`config.mk`:
```
export PLATFORM = sky130hd
export DESIGN_NAME = router_fifo
export DESIGN_NICKNAME = d
export VERILOG_FILES = /design/src/rtl/router_pkg.sv /design/src/rtl/router_fifo_mem.sv /design/src/rtl/router_fifo.sv
export SDC_FILE = /design/constraint.sdc
export NUM_CORES = 1
export LEC_CHECK = 0
export CAP_MARGIN = 0
export CORE_UTILIZATION = 55
export DETAILED_ROUTE_END_ITERATION = 10
export PLACE_DENSITY = 0.85
export SLEW_MARGIN = 20
export SYNTH_ARGS = -nofsm -noshare
export SYNTH_HDL_FRONTEND = slang
export SYNTH_HIERARCHICAL = 1
export SYNTH_SLANG_ARGS = --single-unit
```
`constraint.sdc`:
```
create_clock -name clock -period 2.9 [get_ports clock]
set_input_delay 0.58 -clock clock [delete_from_list [all_inputs] [get_ports clock]]
set_output_delay 0.58 -clock clock [all_outputs]
set_load 0.01 [all_outputs]
```
`src/rtl/router_pkg.sv`:
```
// Shared constants and types for the router output FIFO slice.
package router_pkg;

    localparam int WIDTH     = 8;
    localparam int DEPTH     = 16;
    localparam int ADDR_W    = $clog2(DEPTH);
    localparam int PTR_W     = ADDR_W + 1;
    localparam int PKT_CNT_W = 7;

    // Header byte layout: [1:0] destination address, [7:2] payload length.
    localparam int HDR_ADDR_LSB = 0;
    localparam int HDR_ADDR_MSB = 1;
    localparam int HDR_LEN_LSB  = 2;
    localparam int HDR_LEN_MSB  = 7;

    // One stored FIFO entry: header tag plus the raw byte.
    typedef struct packed {
        logic             hdr_flag;
        logic [WIDTH-1:0] data;
    } fifo_word_t;

endpackage

```
`src/rtl/router_fifo_mem.sv`:
```
// Storage array for the router FIFO: synchronous write, asynchronous indexed read.
module router_fifo_mem
    import router_pkg::*;
(
    input  logic              clock,
    input  logic              wr_en,
    input  logic [ADDR_W-1:0] wr_addr,
    input  logic [WIDTH:0]    wr_data,
    input  logic [ADDR_W-1:0] rd_addr,
    output logic [WIDTH:0]    rd_data
);

    fifo_word_t mem_q [DEPTH];

    // Capture the tagged word at the write pointer; contents are never cleared.
    always_ff @(posedge clock) begin
        if (wr_en) begin
            mem_q[wr_addr] <= fifo_word_t'(wr_data);
        end
    end

    assign rd_data = mem_q[rd_addr];

endmodule

```
`src/rtl/router_fifo.sv`:
```
// Per-destination output FIFO of the 1x3 router: pointers, flags, packet
// byte counter and the registered read port around a small storage array.
module router_fifo
    import router_pkg::*;
(
    input  logic             clock,
    input  logic             resetn,
    input  logic             soft_reset,
    input  logic             write_enb,
    input  logic             read_enb,
    input  logic             lfd_state,
    input  logic [WIDTH-1:0] data_in,
    output logic             full,
    output logic             empty,
    output logic [WIDTH-1:0] data_out
);

    logic [PTR_W-1:0]     wr_ptr_q, wr_ptr_d;
    logic [PTR_W-1:0]     rd_ptr_q, rd_ptr_d;
    logic [PKT_CNT_W-1:0] pkt_cnt_q, pkt_cnt_d;
    logic [WIDTH-1:0]     data_out_q, data_out_d;

    logic       do_write;
    logic       do_read;
    logic       mem_wr_en;
    fifo_word_t wr_word;
    fifo_word_t rd_word;
    logic [WIDTH:0] rd_word_raw;

    // Wrap bit distinguishes full from empty when the index bits match.
    assign empty = (wr_ptr_q == rd_ptr_q);
    assign full  = (wr_ptr_q[ADDR_W-1:0] == rd_ptr_q[ADDR_W-1:0]) &&
                   (wr_ptr_q[ADDR_W] != rd_ptr_q[ADDR_W]);

    assign do_write  = write_enb && !full && !soft_reset;
    assign do_read   = read_enb && !empty && !soft_reset;
    assign mem_wr_en = do_write && resetn;

    assign wr_word.hdr_flag = lfd_state;
    assign wr_word.data     = data_in;
    assign rd_word          = fifo_word_t'(rd_word_raw);

    router_fifo_mem u_mem (
        .clock   (clock),
        .wr_en   (mem_wr_en),
        .wr_addr (wr_ptr_q[ADDR_W-1:0]),
        .wr_data (wr_word),
        .rd_addr (rd_ptr_q[ADDR_W-1:0]),
        .rd_data (rd_word_raw)
    );

    // Next-state: pointer advance, packet byte counting and read-port framing.
    always_comb begin
        wr_ptr_d   = wr_ptr_q;
        rd_ptr_d   = rd_ptr_q;
        pkt_cnt_d  = pkt_cnt_q;
        data_out_d = data_out_q;
        if (soft_reset) begin
            wr_ptr_d   = '0;
            rd_ptr_d   = '0;
            pkt_cnt_d  = '0;
            data_out_d = '0;
        end else begin
            if (do_write) begin
                wr_ptr_d = wr_ptr_q + PTR_W'(1);
            end
            if (do_read) begin
                rd_ptr_d   = rd_ptr_q + PTR_W'(1);
                data_out_d = rd_word.data;
                if (rd_word.hdr_flag) begin
                    pkt_cnt_d = PKT_CNT_W'(rd_word.data[HDR_LEN_MSB:HDR_LEN_LSB]) + PKT_CNT_W'(1);
                end else if (pkt_cnt_q != '0) begin
                    pkt_cnt_d = pkt_cnt_q - PKT_CNT_W'(1);
                end
            end else if (pkt_cnt_q == '0) begin
                data_out_d = '0;
            end
        end
    end

    // State register with synchronous active-low reset.
    always_ff @(posedge clock) begin
        if (!resetn) begin
            wr_ptr_q   <= '0;
            rd_ptr_q   <= '0;
            pkt_cnt_q  <= '0;
            data_out_q <= '0;
        end else begin
            wr_ptr_q   <= wr_ptr_d;
            rd_ptr_q   <= rd_ptr_d;
            pkt_cnt_q  <= pkt_cnt_d;
            data_out_q <= data_out_d;
        end
    end

    assign data_out = data_out_q;

endmodule

```
==> impl_metrics.csv <==
group,metric,value,unit
outcome,run_status,"finished clean",
cells_and_area,layout.filler_cells,828,
timing,clock.fmax,365,MHz
place,gpl.final_weighted_congestion,0.811,
timing,timing_max_transition_violations_final,0,
timing,worst_pin_slew,708,ps
global_routing,grt.total_usage,23.4,%
timing,setup_viol,0,
cells_and_area,most_frequent_cells_in_the_layout,"edfxtp_1 (144), buf_4 (41), nor2_1 (31)",
detailed_routing,drt-pass1-iter-count,5,
run,maxCapViolCount,0,
worst_setup_path,timing.critical_path.required,2320,ps
worst_setup_path,critPathMaxFanout,8,
worst_setup_path,worstPathCellList,"xnor2_1 > and4_1 > buf_4 > nand2_1 > inv_1 > clkdlybuf4s50_1",
global_routing,grt_start_max_net_pins,21,
timing,sum_of_negative_setup_slack,0,ps
cells_and_area,antennaDiodeCount,0,
power_and_ir_drop,p_leak,2.66,nW
worst_hold_path,class_of_the_most_critical_hold_timing_path,"flop to flop",
die,die_width,115,µm
place,portBuffers,23,
worst_setup_path,timing.critical_path.arrival,2160,ps
synth,ys.flop_type,"edfxtp_1",
synth,async_reset_ff_share,0,%
global_routing,gr-total-overflow,0,
timing,layout_min_cycle_time,2740,ps
die,initial_utilization,57.3,%
detailed_routing,route.detailed.vias_per_inst,6.11,
worst_setup_path,critPathSlowestCell,"clkdlybuf4s50_1",
synth,yosys_warnings,6,
timing,final-hold-violation-count,0,
global_routing,vias_in_the_first_global_route,3862,
clock_network,insertion_delay,430,ps
timing,slew_headroom,52.7,%
detailed_routing,number_of_vias_in_the_routed_layout,4036,
detailed_routing,postRouteAntennaNets,0,
synth,distinct_cells_synth,48,
clock_network,cts_hold_repair.buffers,0,
clock_network,tritoncts,"yes",
worst_setup_path,critPathBufInv,3,
detailed_routing,route.detailed.wl_per_inst,21.9,µm
worst_setup_path,setup.worst_path.end_class,"output port",
place,detailed_place_hpwl,9130,µm
synth,seq_area_frac_synth,68.9,%
cells_and_area,final_cell_area,8160,µm²
die,std_cell_rows,40,
synth,mappedNetlistArea,7000,µm²
synth,synth_top_area_share,61.8,%
clock_network,numCtsBuffers,17,
detailed_routing,detail_route.iter0.violations,431,
power_and_ir_drop,vdd_drop_max,0.678,mV
synth,postSynthRegisterBits,169,
die,placeable_core_region,12200,µm²
global_routing,antenna_violations_before_repair,0,
place,placedInstanceArea,7570,µm²
worst_setup_path,critical_path.max_stage_delay,520,ps
worst_setup_path,critical-path-top-delay-family,"buffers and inverters",
clock_network,cts.reportedPaths.clkPinSlew,60,ps
cells_and_area,area.growth.synth_to_final,16.6,%
power_and_ir_drop,power_per_cell_area,586,nW/µm²
worst_setup_path,worst_setup_path_type,"flop to output port",
cells_and_area,finalNetCount,499,
clock_network,htree_levels,4,
clock_network,clock_tree.root_cell,"clkbuf_16",
global_routing,wire_length_of_the_first_global_routing_pass,21400,µm
clock_network,cts_buffer_depth,2,
timing,layout_worst_path_cycle_share,94.5,%
cells_and_area,mostFrequentLayoutCell,"edfxtp_1",
synth,syn-instance-count,416,
synth,synthesis.area_per_instance,16.8,µm²
detailed_routing,drt_wl_total,14500,µm
die,boundaryPins,24,
synth,netlist_top_cells_area,"edfxtp_1 (62%), dfxtp_1 (7.2%), mux4_2 (6.8%), mux4_1 (5.6%), a22oi_1 (2.0%)",
timing,grt_setup_unrepaired,"no",
worst_setup_path,worstSetupStartpointType,"flop",
synth,synth_area_leader_cell,"edfxtp_1",
synth,synth_fp_nets,435,
detailed_routing,route.detailed.drc,0,
timing,fin_skew,9.09,ps
cells_and_area,post_route_cells_drive_above_1_share,20.9,%
clock_network,cts_sinks,169,
worst_setup_path,reg2reg_setup_slack,300,ps
die,die_y,115,µm
synth,synth_edf_count,144,
die,die_area,13200,µm²
==> worst min-delay path, cell delays in order, from the launching register on <==
cell     delay [ps]
dfxtp_1         310
nand3_1          60
o21ai_1          50
==> sequential cells by signal, summed over array words and instances (netlist names) <==
register and flops:
rd_ptr_q 5, data_out 8, u_mem/mem_q 144, pkt_cnt_q 7, wr_ptr_q 5
==> Yosys cell counts, types with 2 or more instances <==
cell	instances
a21oi_1	11
a22oi_1	19
a32o_1	3
and2_1	2
buf_2	2
buf_6	4
clkbuf_1	9
dfxtp_1	25
edfxtp_1	144
ha_1	5
inv_1	4
mux2i_1	2
mux4_1	15
mux4_2	21
nand2_1	26
nand2b_1	3
nand3_1	16
nand3b_1	3
nand4_1	4
nor2_1	31
nor2b_1	5
nor3_1	7
o21ai_0	2
o21ai_1	12
o21ai_2	2
xnor2_1	10
xor2_1	8
==> cells by family (layout without fill, tap and decap cells) <==
group / Yosys count / in the layout / synth area share (%)
flip-flops: 169 / 169 / 68.9
AND/OR/NAND/NOR: 104 / 104 / 7.04
AO/OA/AOI/OAI: 57 / 57 / 5.63
multiplexers: 38 / 38 / 12.7
buffers and inverters: 24 / 101 / 2.32
XOR/XNOR: 19 / 19 / 2.49
adder cells (fa/ha/maj): 5 / 5 / 0.894
==> stage by stage <==
step                      power [mW]  utilization [%]  hold WS [ps]  setup WS [ps]  std cells
after floorplan                 2.75                -           458            115        416
after CTS                       4.83             66.3           467           45.0        654
after global placement          2.81             62.0           456            141        623
final                           4.79             66.8           462            160        661
after global routing            4.93             66.8           487           17.3        661
after detailed placement        2.82             62.0           458           51.3        623
==> worst paths after layout <==
| check | from | endpoint | depth (start not counted) |
|---|---|---|---|
| setup / recovery | rd_ptr_q[2] | empty | 6 |
| hold / removal | data_out[3] | data_out[3] | 2 |
| setup reg to reg | rd_ptr_q[0] | pkt_cnt_q[4] | 9 |
| hold reg to reg | data_out[3] | data_out[3] | 2 |
==> repair_timing <==
| action | in CTS | in global routing |
|---|---|---|
| pin swaps | 0 | 0 |
| resized for setup | 2 | 4 |
| setup endpoints to repair | 1 | 2 |
| setup buffers | 0 | 7 |
| hold endpoints to repair | 0 | 0 |
==> report_power, final <==
group | leakage (nW) | internal, mW | switching, mW
sequential | 1.50 | 2.64 | 0.00257
clock | 0.249 | 1.10 | 0.915
combinational | 0.909 | 0.0477 | 0.0787
==> area by class of cell <==
class | count | area [µm²] | share of cell area (%)
timing repair buffer | 65 | 558 | 6.84
multi-input combinational | 223 | 2020 | 24.7
clock buffer | 20 | 437 | 5.35
sequential | 169 | 4840 | 59.3
inverter | 4 | 15.0 | 0.184
clock inverter | 12 | 90.1 | 1.10
tap | 168 | 210 | 2.58
==> per-layer routing <==
metal	global-route usage [%]	share of wire [%]	up-vias
met1	32.0	41	2034
met2	35.5	48	188
met5	0	0	-
li1	-	-	1782
met4	11.9	3.5	0
met3	5.75	7.3	32
Power figures use the tool's default switching activity.
